$ cat config.mk
export PLATFORM = sky130hd
export DESIGN_NAME = sramlike_arb2
export DESIGN_NICKNAME = d
export VERILOG_FILES = /design/src/rtl/sramlike_pkg.sv /design/src/rtl/owner_fifo.sv /design/src/rtl/sramlike_arb2.sv
export SDC_FILE = /design/constraint.sdc
export NUM_CORES = 1
export LEC_CHECK = 0
export CELL_PAD_IN_SITES_DETAIL_PLACEMENT = 2
export CELL_PAD_IN_SITES_GLOBAL_PLACEMENT = 2
export CORE_MARGIN = 2
export CORE_UTILIZATION = 10
export DETAILED_ROUTE_END_ITERATION = 16
export HOLD_SLACK_MARGIN = 0.02
export PLACE_DENSITY = 0.93
export SYNTH_ARGS = -nofsm -noshare
export SYNTH_HDL_FRONTEND = slang
export SYNTH_SLANG_ARGS = --single-unit
$ cat constraint.sdc
create_clock -name clk -period 2.7 [get_ports clk]
set_input_delay 0.54 -clock clk [delete_from_list [all_inputs] [get_ports clk]]
set_output_delay 0.54 -clock clk [all_outputs]
set_load 0.02 [all_outputs]
$ cat src/rtl/sramlike_pkg.sv
// Shared definitions for the two-master SRAM-like arbiter: owner encoding
// and grant FSM state encoding.
package sramlike_pkg;

  // Owner tag stored in the response-routing queue.
  localparam logic OWN_I = 1'b0;
  localparam logic OWN_D = 1'b1;

  // Grant FSM: IDLE picks a winner combinationally; LOCK_x freezes the
  // grant on master x while its request waits for mem_addr_ok.
  typedef enum logic [1:0] {
    ARB_IDLE   = 2'd0,
    ARB_LOCK_I = 2'd1,
    ARB_LOCK_D = 2'd2
  } arb_state_t;

  // Lock state that freezes the grant on a given owner.
  function automatic arb_state_t lock_of(input logic owner);
    return (owner == OWN_D) ? ARB_LOCK_D : ARB_LOCK_I;
  endfunction

endpackage

$ cat src/rtl/owner_fifo.sv
// In-order queue of 1-bit owner tags, one entry per accepted request that is
// still waiting for its data_ok. Head is read straight from registers.
module owner_fifo #(
  parameter int DEPTH = 2
) (
  input  logic clk,
  input  logic rst,
  input  logic push,
  input  logic pop,
  input  logic din,
  output logic dout,
  output logic full,
  output logic empty
);

  localparam int PW = (DEPTH > 1) ? $clog2(DEPTH) : 1;
  localparam int CW = $clog2(DEPTH + 1);

  logic [DEPTH-1:0] mem;
  logic [PW-1:0]    wr_ptr;
  logic [PW-1:0]    rd_ptr;
  logic [CW-1:0]    count;
  logic             do_push;
  logic             do_pop;

  // Pointers wrap modulo DEPTH, which need not be a power of two.
  function automatic logic [PW-1:0] next_ptr(input logic [PW-1:0] p);
    return (p == PW'(DEPTH - 1)) ? '0 : p + PW'(1);
  endfunction

  assign do_push = push & ~full;
  assign do_pop  = pop & ~empty;
  assign full    = (count == CW'(DEPTH));
  assign empty   = (count == '0);
  assign dout    = mem[rd_ptr];

  // Storage, pointers and occupancy; push and pop may happen together.
  always_ff @(posedge clk) begin
    if (rst) begin
      mem    <= '0;
      wr_ptr <= '0;
      rd_ptr <= '0;
      count  <= '0;
    end else begin
      if (do_push) begin
        mem[wr_ptr] <= din;
        wr_ptr      <= next_ptr(wr_ptr);
      end
      if (do_pop) begin
        rd_ptr <= next_ptr(rd_ptr);
      end
      case ({do_push, do_pop})
        2'b10:   count <= count + CW'(1);
        2'b01:   count <= count - CW'(1);
        default: count <= count;
      endcase
    end
  end

endmodule

$ cat src/rtl/sramlike_arb2.sv
// Round-robin arbiter merging the instruction-fetch and load/store SRAM-like
// ports onto one memory port. Responses are steered back in order through
// an owner queue.
//
// Handshake: on every port a request is live while req=1, its payload is
// held stable until addr_ok, and the transfer happens on the cycle where
// req & addr_ok. Each transfer gets exactly one data_ok later, in request
// order (writes included; dout is don't-care for writes).
module sramlike_arb2
  import sramlike_pkg::*;
#(
  parameter int OUTSTANDING = 2
) (
  input  logic        clk,
  input  logic        rst,
  // instruction-side slave port
  input  logic        i_req,
  input  logic [31:0] i_addr,
  input  logic [3:0]  i_ben,
  input  logic        i_wr,
  input  logic [31:0] i_din,
  output logic        i_addr_ok,
  output logic        i_data_ok,
  output logic [31:0] i_dout,
  // data-side slave port
  input  logic        d_req,
  input  logic [31:0] d_addr,
  input  logic [3:0]  d_ben,
  input  logic        d_wr,
  input  logic [31:0] d_din,
  output logic        d_addr_ok,
  output logic        d_data_ok,
  output logic [31:0] d_dout,
  // memory master port
  output logic        mem_req,
  output logic [31:0] mem_addr,
  output logic [3:0]  mem_ben,
  output logic        mem_wr,
  output logic [31:0] mem_din,
  input  logic        mem_addr_ok,
  input  logic        mem_data_ok,
  input  logic [31:0] mem_dout,
  // status
  output logic        err_unexp,
  output arb_state_t  dbg_state
);

  arb_state_t state;
  arb_state_t state_nxt;
  logic       last;
  logic       win;
  logic       win_req;
  logic       accept;
  logic       q_full;
  logic       q_empty;
  logic       q_head;
  logic       pop;

  assign dbg_state = state;

  // Winner selection: frozen while locked, otherwise single requester wins
  // and a tie goes to the master not served last. I is the idle default so
  // the payload mux shows I-side values when nobody requests.
  always_comb begin
    win = OWN_I;
    case (state)
      ARB_LOCK_I: win = OWN_I;
      ARB_LOCK_D: win = OWN_D;
      default: begin
        if (i_req && d_req) begin
          win = (last == OWN_I) ? OWN_D : OWN_I;
        end else if (d_req) begin
          win = OWN_D;
        end else begin
          win = OWN_I;
        end
      end
    endcase
  end

  // Request and payload muxing. A full queue blocks the grant regardless
  // of any same-cycle pop, so mem_req never depends on mem_data_ok.
  assign win_req   = (win == OWN_D) ? d_req : i_req;
  assign mem_req   = win_req & ~q_full;
  assign mem_addr  = (win == OWN_D) ? d_addr : i_addr;
  assign mem_ben   = (win == OWN_D) ? d_ben  : i_ben;
  assign mem_wr    = (win == OWN_D) ? d_wr   : i_wr;
  assign mem_din   = (win == OWN_D) ? d_din  : i_din;
  assign accept    = mem_req & mem_addr_ok;
  assign i_addr_ok = accept & (win == OWN_I);
  assign d_addr_ok = accept & (win == OWN_D);

  // Next-state logic for the grant FSM.
  always_comb begin
    state_nxt = state;
    case (state)
      ARB_IDLE: begin
        if (mem_req && !mem_addr_ok) begin
          state_nxt = lock_of(win);
        end
      end
      ARB_LOCK_I, ARB_LOCK_D: begin
        if (accept) begin
          state_nxt = ARB_IDLE;
        end
      end
      default: state_nxt = ARB_IDLE;
    endcase
  end

  // FSM state and round-robin history.
  always_ff @(posedge clk) begin
    if (rst) begin
      state <= ARB_IDLE;
      last  <= OWN_I;
    end else begin
      state <= state_nxt;
      if (accept) begin
        last <= win;
      end
    end
  end

  // Response steering: the head owner gets the data_ok; read data fans out
  // to both masters unconditionally.
  assign pop       = mem_data_ok & ~q_empty;
  assign i_data_ok = pop & (q_head == OWN_I);
  assign d_data_ok = pop & (q_head == OWN_D);
  assign i_dout    = mem_dout;
  assign d_dout    = mem_dout;

  // Sticky flag for a response that nothing was waiting for.
  always_ff @(posedge clk) begin
    if (rst) begin
      err_unexp <= 1'b0;
    end else if (mem_data_ok && q_empty) begin
      err_unexp <= 1'b1;
    end
  end

  owner_fifo #(
    .DEPTH (OUTSTANDING)
  ) u_owner_fifo (
    .clk   (clk),
    .rst   (rst),
    .push  (accept),
    .pop   (pop),
    .din   (win),
    .dout  (q_head),
    .full  (q_full),
    .empty (q_empty)
  );

endmodule
==> results.yml <==
pwr:
  ir_drop_uv: 161.6
  p_per_area_nw_per_um2: 667.2
  leakagePower_nw: 1.632
logic_synthesis:
  synth_common_cells: "mux2_2, buf_4, dfxtp_1, nor2_1, buf_2"
  synth_edf_count: 0
  yosys.cell_types.count: 32
  ys_warn_count: 0
  synth_area_leader_cell: "mux2_2"
  synth_nets: 389
  syn_area_per_cell_um2: 8.985
  syn_inst: 210
  synthArstFlopShare_pct: 0
  synth_top_area_share_pct: 41.18
  synth.area.top_cells: "mux2_2, buf_4, dfxtp_1"
  ys_ff_latch: 10
  yosysMostFrequentCell: "mux2_2"
  synth_area_um2: 1887
  synthFlopType: "dfxtp_1"
  ys_seq_area_share_pct: 10.61
clock_tree:
  insertion_delay_ps: 240
  cts_made_buffers: 3
  path_clk_slew_ps: 40
  ctsHtreeMaxLevel: 1
  cts.sinks: 10
  cts_root_buffer: "clkbuf_16"
  cts_tree: "built"
  clockBufferDepth: 2
  postCtsHoldBufs: 0
drt:
  route.detailed.drc: 0
  routed_wl_um: 10970
  firstDrtPassIters: 2
  vias: 2221
  drt-initial-drc-count: 12
  viasPerCell: 3.582
  wl_per_cell_um: 17.69
  antenna_left: 0
placement:
  dp_hpwl_um: 8717
  placed_area_um2: 3989
  post-place-cells: 606
  gp_congestion: 0.7149
  port_buffers: 220
timing:
  post-route-min-period_ps: 2646
  period_share_pct: 97.98
  tightest_slew_ps: 411.6
  slew_violations: 0
  finalHoldViolCount: 0
  slew_headroom_pct: 72.27
  skew_ps: 1.321
  report.final.setup_viol: 0
  rsz0062_at_grt: "no"
  max_clock_freq_mhz: 378.0
setup_path:
  cpPeakStageDelay_ps: 330
  crit_path_start_kind: "flip-flop"
  path_class: "flip-flop to output pin"
  cp_max_fo: 12
  cp_slowest_cell: "mux2_2"
  required_ps: 2160
  cp.arrival_ps: 2110
  crit_path_end_kind: "output pin"
  crit_chain: "inv_1 -> ha_4 -> nor2b_4 -> a22oi_4 -> buf_12 -> buf_16 -> mux2_2 -> clkdlybuf4s15_2"
global_route:
  overflow: 0
  grt_max_degree: 13
  antenna_found_initial: 0
  grt_pass1_wl_um: 15160
  grt_pass1_vias: 2606
  grtUsageTotal_pct: 10.11
floorplanning:
  start_util_pct: 10.15
  die_area_um2: 19980
  fp.dieH_um: 141.4
  die_width_um: 141.4
  io_pins: 317
  rows: 50
  core_um2: 18580
cells_and_area:
  stdcell_count: 620
  final_area_um2: 4045
  diodes: 0
  area_growth_pct: 114.4
  nets: 566
  drive_gt1_share_pct: 46.63
  fillCellCount: 2096
run_status:
  status: "finished clean"
worst_hold_path:
  hold_class: "flip-flop to flip-flop"
run:
  cap_viol_max_count: 0
==> cell families (layout without fill, tap and decap cells) <==
kind of cell,count (synthesis),in the layout,synth area share [%]
fa+ha+maj,3,3,1.990
mux,70,70,41.71
xor+xnor,3,3,1.393
simple gates,24,24,6.764
flops,10,10,10.61
compound gates,19,19,7.759
buf+inv,81,257,29.77
==> routing by layer <==
layer / track usage (%) / part of all wire, % / vias up
met3: 3.814 / 8.8 / 5
met2: 19.93 / 56 / 156
met5: 0 / 0 / -
li1: - / - / 1018
met4: 1.263 / 0.44 / 0
met1: 10.33 / 35 / 1042
==> power breakdown <==
part           internal [W]  leakage, nW  switching (W)
registers          0.000192       0.0830      0.0000390
logic               0.00113         1.50        0.00103
clock network      0.000224       0.0442      0.0000801
==> metrics by stage <==
step	utilization [%]	total power (W)	hold slack [ps]	setup TNS (ps)	worst slack, ps
after detailed placement	21.47	0.002289	495.9	-30860	-506.2
after global placement	21.47	0.002253	462.9	-29980	-498.3
after global routing	21.77	0.002870	541.6	0	1.329
after CTS	21.85	0.002761	507.9	-497.3	-47.16
final	21.77	0.002699	495.3	0	54.47
after floorplan	-	0.001419	434.0	0	278.8
==> worst paths after layout <==
path | startpoint | endpoint | slack (ps) | depth (start not counted)
max | dbg_state[1] | mem_ben[1] | 50 | 8
min | err_unexp | err_unexp | 500 | 2
max reg2reg | dbg_state[0] | u_owner_fifo.count[1] | 310 | 11
min reg2reg | err_unexp | err_unexp | 500 | 2
==> worst max-delay path: cells and delay by family (launching register included) <==
kind | cells | cell delay [ps]
compound gates | 1 | 170
fa+ha+maj | 1 | 310
buf+inv | 4 | 640
flops | 1 | 320
mux | 1 | 330
simple gates | 1 | 60
==> registers in the layout, indices dropped and copies added, names as in the netlist <==
register and cells:
dbg_state 2, err_unexp 1, last 1, u_owner_fifo.count 2
u_owner_fifo.mem 2, u_owner_fifo.rd_ptr 1, u_owner_fifo.wr_ptr 1
==> cells in the final DEF (no fill, tap or decap), types with 2 or more instances in the layout <==
master	netlist	final
dlygate4sd2_1	0	4
nand2b_1	2	2
inv_1	7	6
xor2_1	2	2
o22ai_1	3	3
buf_6	1	4
buf_12	0	3
a21oi_1	3	3
dfxtp_2	0	2
nand2_1	4	3
dfxtp_1	10	8
o311ai_0	3	3
clkbuf_16	0	5
ha_4	0	2
clkdlybuf4s15_2	0	5
o31ai_1	2	2
nor2_1	9	9
buf_16	0	4
buf_4	64	19
o21ai_0	3	3
buf_2	8	58
or3_1	2	2
clkdlybuf4s50_1	0	146
mux2_2	69	68
==> timing repair <==
| item | CTS | global route |
|---|---|---|
| endpoints found under the setup margin | 72 | 48 |
| gates cloned | 4 | 2 |
| setup buffers | 7 | 0 |
| pin swaps | 1 | 2 |
| resized for setup | 294 | 8 |
==> final cells by class <==
| cell class | instances | area, um^2 | share of cell area [%] |
|---|---|---|---|
| clock buffer | 4 | 88.84 | 2.196 |
| inverter | 7 | 26.28 | 0.6496 |
| sequential | 10 | 202.7 | 5.011 |
| multi-input combinational | 119 | 1174 | 29.01 |
| timing repair buffer | 246 | 2261 | 55.89 |
| tap | 234 | 292.8 | 7.238 |
(Power assumes the default switching activity.)
==> RTL change 1: new RTL, config.mk and constraints unchanged <==
`OUTSTANDING`: 2 -> 1.
--- a/src/rtl/sramlike_arb2.sv
+++ b/src/rtl/sramlike_arb2.sv
@@ -9,7 +9,7 @@
 module sramlike_arb2
   import sramlike_pkg::*;
 #(
-  parameter int OUTSTANDING = 2
+  parameter int OUTSTANDING = 1
 ) (
   input  logic        clk,
   input  logic        rst,
Function: changed (Yosys sat finds a counterexample within 4 cycles, from zero or initial values and one cycle with rst high).
==> RTL change 1 against the unedited design <==
  * Utilization grew 2.7 points
  * Combinational power fell by 28%
  * Cell count fell by 5.5%
  * Area after synthesis decreased by 9.9%
  * Count of clock-buffer cells in the layout fell by 1
  * Wire length grew 12%
  * Design area up 0.22%
  * Synthesized cell count down 13%
  * Non-clock buffer count up 5
  * Sequential cell count down 4
  * Worst setup slack lost 0.050 ns
  * Total power decreased by 30%
==> RTL change 1: results (changes against the unedited design) <==
status completed (unchanged); CP max FO 7 (was 12); count of cell types in the netlist 24 (was 32); Clock buffer cells 3 (was 4); Mapped Avg Cell Area 9.34 µm² (was 8.98 µm²); Leak Pwr 0.00165 µW (was 0.00163 µW); DP Wirelength 9910 µm (was 8720 µm); Synth Area in Compound Gates 0.0714 (was 0.0776); Area contributors post-synth mux2_2 (46%), buf_4 (28%), dfxtp_1 (7.1%) (was mux2_2 (41%), buf_4 (25%), dfxtp_1 (11%)); FF/Latch Area 123 µm² (was 203 µm²); # placed instances 569 (was 606); RD Place Congestion 0.733 (was 0.715); count of multi-input gates 101 (was 119); vias 2094 (was 2221); crit path capture mem_addr[4] (was mem_ben[1]); setup bufs post-CTS 6 (was 7); mux cell area share after synthesis 0.457 (was 0.417); Yosys reg bits 6 (was 10); post-CTS sizing 238 (was 294); initial antenna violation count 1 (was 0); NonClk Buf Share 0.615 (was 0.559); WL/cell 20.9 µm (was 17.7 µm); initial DRC count 31 (was 12); post-synthesis xor/xnor area fraction 0 (was 0.0139); share of post-route cells with drive strength above 1 0.507 (was 0.466); die width 134 µm (was 141 µm); Synth Area in Adders 0.0147 (was 0.0199); Final period util 0.998 (was 0.980); Clock Network Area Fraction 0.0185 (was 0.0220); Total GRT Usage 0.125 (was 0.101); Min Hold Slack 0.493 ns (was 0.495 ns); most frequent cells after synthesis mux2_2 (69), buf_4 (64), buf_6 (7), nor2_1 (7), dfxtp_1 (6) (was mux2_2 (69), buf_4 (64), dfxtp_1 (10), nor2_1 (9), buf_2 (8)); Clock Skew 0.00304 ns (was 0.00132 ns); first-pass GRT wire length 16600 µm (was 15200 µm); Seq/Total Area, Yosys 0.0707 (was 0.106); maximum VDD drop 0.145 mV (was 0.162 mV); CTS H-tree depth 1 (unchanged); Max-Slew Margin vs Limit 0.694 (was 0.723); Area Overhead vs Synth 139% (was 114%); DR vias/cell 3.57 (was 3.58); vias in the first global route 2585 (was 2606); Placed Area 3760 µm² (was 3990 µm²); R2R Setup Slk 0.68 ns (was 0.31 ns); largest net degree at the start of global routing 17 (was 13); Plain + repair buffers 251 (was 246); hold crit path type reg2reg (unchanged); crit path DAT 2.16 ns (was 2.11 ns); worst reg2reg path depth 9 (was 11); Worst R2R End dbg_state[0] (was u_owner_fifo.count[1]); diodes inserted 1 (was 0); multi-input combinational area share 0.264 (was 0.290); Nets 545 (was 566)
-- RTL change 1: cell count changes after synthesis, moves of 3 or more --
cell | before | now
dfxtp_1 | 10 | 6
buf_6 | 1 | 7
inv_1 | 7 | 4
o311ai_0 | 3 | 0
buf_2 | 8 | 0
o22ai_1 | 3 | 0
o21ai_0 | 3 | 0
-- RTL change 1: report_power, final --
group | internal, µW | switching, µW
logic | 866 | 687
registers | 102 | 8.12
clock network | 190 | 49.6
-- RTL change 1: worst min-delay path, stage by stage (launching register included) --
cell and delay [ns]:
dfxtp_1 0.33, a21oi_1 0.05, nor2_1 0.07
-- RTL change 1: routing by layer --
metal | vias to the layer above | track usage | wire, µm
met5 | - | 0 | 0
met1 | 979 | 0.128 | 4340
met4 | 0 | 0.0240 | 132
li1 | 946 | - | -
met2 | 155 | 0.243 | 6600
met3 | 14 | 0.0438 | 1200
==> RTL change 2: new RTL, same settings <==
Without the edit above. Reset style: asynchronous (`rst`), changed in 3 clocked blocks.
--- a/src/rtl/owner_fifo.sv
+++ b/src/rtl/owner_fifo.sv
@@ -35,7 +35,7 @@
   assign dout    = mem[rd_ptr];
 
   // Storage, pointers and occupancy; push and pop may happen together.
-  always_ff @(posedge clk) begin
+  always_ff @(posedge clk or posedge rst) begin
     if (rst) begin
       mem    <= '0;
       wr_ptr <= '0;
--- a/src/rtl/sramlike_arb2.sv
+++ b/src/rtl/sramlike_arb2.sv
@@ -109,7 +109,7 @@
   end
 
   // FSM state and round-robin history.
-  always_ff @(posedge clk) begin
+  always_ff @(posedge clk or posedge rst) begin
     if (rst) begin
       state <= ARB_IDLE;
       last  <= OWN_I;
@@ -130,7 +130,7 @@
   assign d_dout    = mem_dout;
 
   // Sticky flag for a response that nothing was waiting for.
-  always_ff @(posedge clk) begin
+  always_ff @(posedge clk or posedge rst) begin
     if (rst) begin
       err_unexp <= 1'b0;
     end else if (mem_data_ok && q_empty) begin
Behaviour: differs if rst is asserted again (counterexample within 4 cycles, from zero or initial values and one cycle with rst high); with rst held inactive, the same outputs for 10 cycles.
==> RTL change 2 against the unedited design <==
  * Sequential cell count did not move
  * Total power rose by 18%
  * Area after synthesis rose by 18%
  * Wire length rose by 0.77%
  * Cell count rose by 4.8%
  * Design area rose by 8.8%
  * Worst setup slack improved by 0.012 ns
  * Sequential share of layout area rose by 0.67 points
  * Critical endpoint is now mem_addr[21]
  * Largest power group unchanged
==> RTL change 2: results (changes against the unedited design) <==
WHS Endpoint err_unexp (unchanged); initial DRC count 48 (was 12); initial antenna violation count 0 (unchanged); crit-path leading delay family buffers and inverters (unchanged); Worst R2R End u_owner_fifo.count[1] (unchanged); worst skew pair latency 0.24 ns (about the same); Leak Pwr 0.00199 µW (was 0.00163 µW); worst-margin pin slew 0.556 ns (was 0.412 ns); diodes inserted 0 (unchanged); CP max FO 9 (was 12); Seq/Total Area, Yosys 0.112 (was 0.106); worst reg2reg path depth 9 (was 11); count of cell types in the netlist 26 (was 32); Fill cells 2495 (was 2096); CTS Buffer Depth 2 (unchanged); DR vias/cell 3.31 (was 3.58); DP Wirelength 9030 µm (was 8720 µm); Reg clk slew, reported paths 0.04 ns (about the same); Most used DFF post-synth dfrtp_1 (was dfxtp_1); RD Place Congestion 0.664 (was 0.715); hold crit path type reg2reg (unchanged); most frequent cells after synthesis mux2_4 (68), buf_4 (64), dfrtp_1 (10), nor2_1 (7) (was mux2_2 (69), buf_4 (64), dfxtp_1 (10), nor2_1 (9), buf_2 (8)); Async SR Flop Fraction 1.00 (was 0); Clock Skew 0.00391 ns (was 0.00132 ns); WL/cell 17.0 µm (was 17.7 µm); clk root buf clkbuf_16 (unchanged); IO buf count 220 (unchanged); yosys warns 0 (unchanged); WHS Path Cells 1 (was 2); reg-to-reg startpoint dbg_state[0] (unchanged); drt first pass iters 4 (was 2); CTS H-tree depth 1 (unchanged); crit path DAT 2.09 ns (was 2.11 ns); first-pass GRT wire length 15700 µm (was 15200 µm); Post-Syn Nets 377 (was 389); share of post-route cells with drive strength above 1 0.351 (was 0.466); Area contributors post-synth mux2_4 (46%), buf_4 (22%), dfrtp_1 (11%) (was mux2_2 (41%), buf_4 (25%), dfxtp_1 (11%)); maximum VDD drop 0.213 mV (was 0.162 mV); setup_tns 0 ns (unchanged); R2R Setup Slk 0.48 ns (was 0.31 ns); crit-path max cell delay 0.38 ns (was 0.33 ns); status completed (unchanged); largest net degree at the start of global routing 13 (unchanged); vias in the first global route 2469 (was 2606); Nets 550 (was 566); hold_sp err_unexp (unchanged); Total GRT Usage 0.0883 (was 0.101); total CTS buffers 3 (unchanged); slowest CP cell dfrtp_1 (was mux2_2)
-- RTL change 2: cell types whose count changed after synthesis, moves of 3 or more --
cell	change
a21oi_1	-3
buf_12	+6
buf_2	-8
dfrtp_1	+10
dfxtp_1	-10
mux2_2	-66
mux2_4	+68
o22ai_1	-3
o311ai_0	-3
xnor2_1	+3
-- RTL change 2: area by class of cell --
class	instances	share of cell area
Timing Repair Buffer	240	0.529
Multi-Input combinational cell	110	0.309
Sequential cell	10	0.0568
Tap cell	280	0.0796
Inverter	6	0.00512
Clock buffer	4	0.0202
-- RTL change 2: where the power goes --
part | leakage [µW] | internal, µW | switching [µW] | total (µW)
clock network | 0.0000442 | 223 | 69.1 | 292
logic | 0.00182 | 1430 | 1180 | 2610
registers | 0.000120 | 212 | 59.4 | 272
total | 0.00199 | 1860 | 1310 | 3180
-- RTL change 2: worst max-delay path by stage --
stage                 startpoint            to  cells after the start
finish              dbg_state[0]  mem_addr[21]                      7
global route        dbg_state[0]   mem_addr[1]                      8
CTS                 dbg_state[0]    mem_ben[3]                      8
detailed placement         i_req    mem_ben[3]                      7
global placement           i_req   mem_din[14]                      7
floorplan           dbg_state[0]    mem_din[1]                      7
-- RTL change 2: logic make-up after synthesis --
family,after synthesis,synth area share
buffers and inverters,78,0.289
multiplexers,72,0.477
XOR/XNOR,5,0.0196
AND/OR/NAND/NOR,17,0.0348
AO/OA/AOI/OAI,13,0.0505
flip-flops,10,0.112
adder cells (fa/ha/maj),3,0.0168
-- RTL change 2: what timing repair did --
item / 4_1_cts / 5_1_grt
endpoints found under the setup margin: 73 / 58
resized for setup: 136 / 21
cloned: 3 / 0
endpoints found under the hold margin: 0 / 0
buffers inserted: 5 / 0
pin swaps: 1 / 1
-- RTL change 2: through the flow --
step           area [µm²]  cells  hold WS (ns)  total power, µW  worst slack, ns
2_1_floorplan        2230    198         0.380             1990            0.395
3_3_place_gp         4290    638         0.443             2830           -0.381
3_5_place_dp         4290    638         0.454             2860           -0.406
4_1_cts              4500    650         0.463             3280          -0.0420
5_1_grt              4400    650         0.488             3370         0.000112
6_report             4400    650         0.455             3180           0.0660
-- RTL change 2: per-layer routing --
layer | GRT usage | wire length (µm)
met4 | 0.00655 | 29
met1 | 0.106 | 4560
met3 | 0.0386 | 1270
met2 | 0.153 | 5190
met5 | 0 | 0
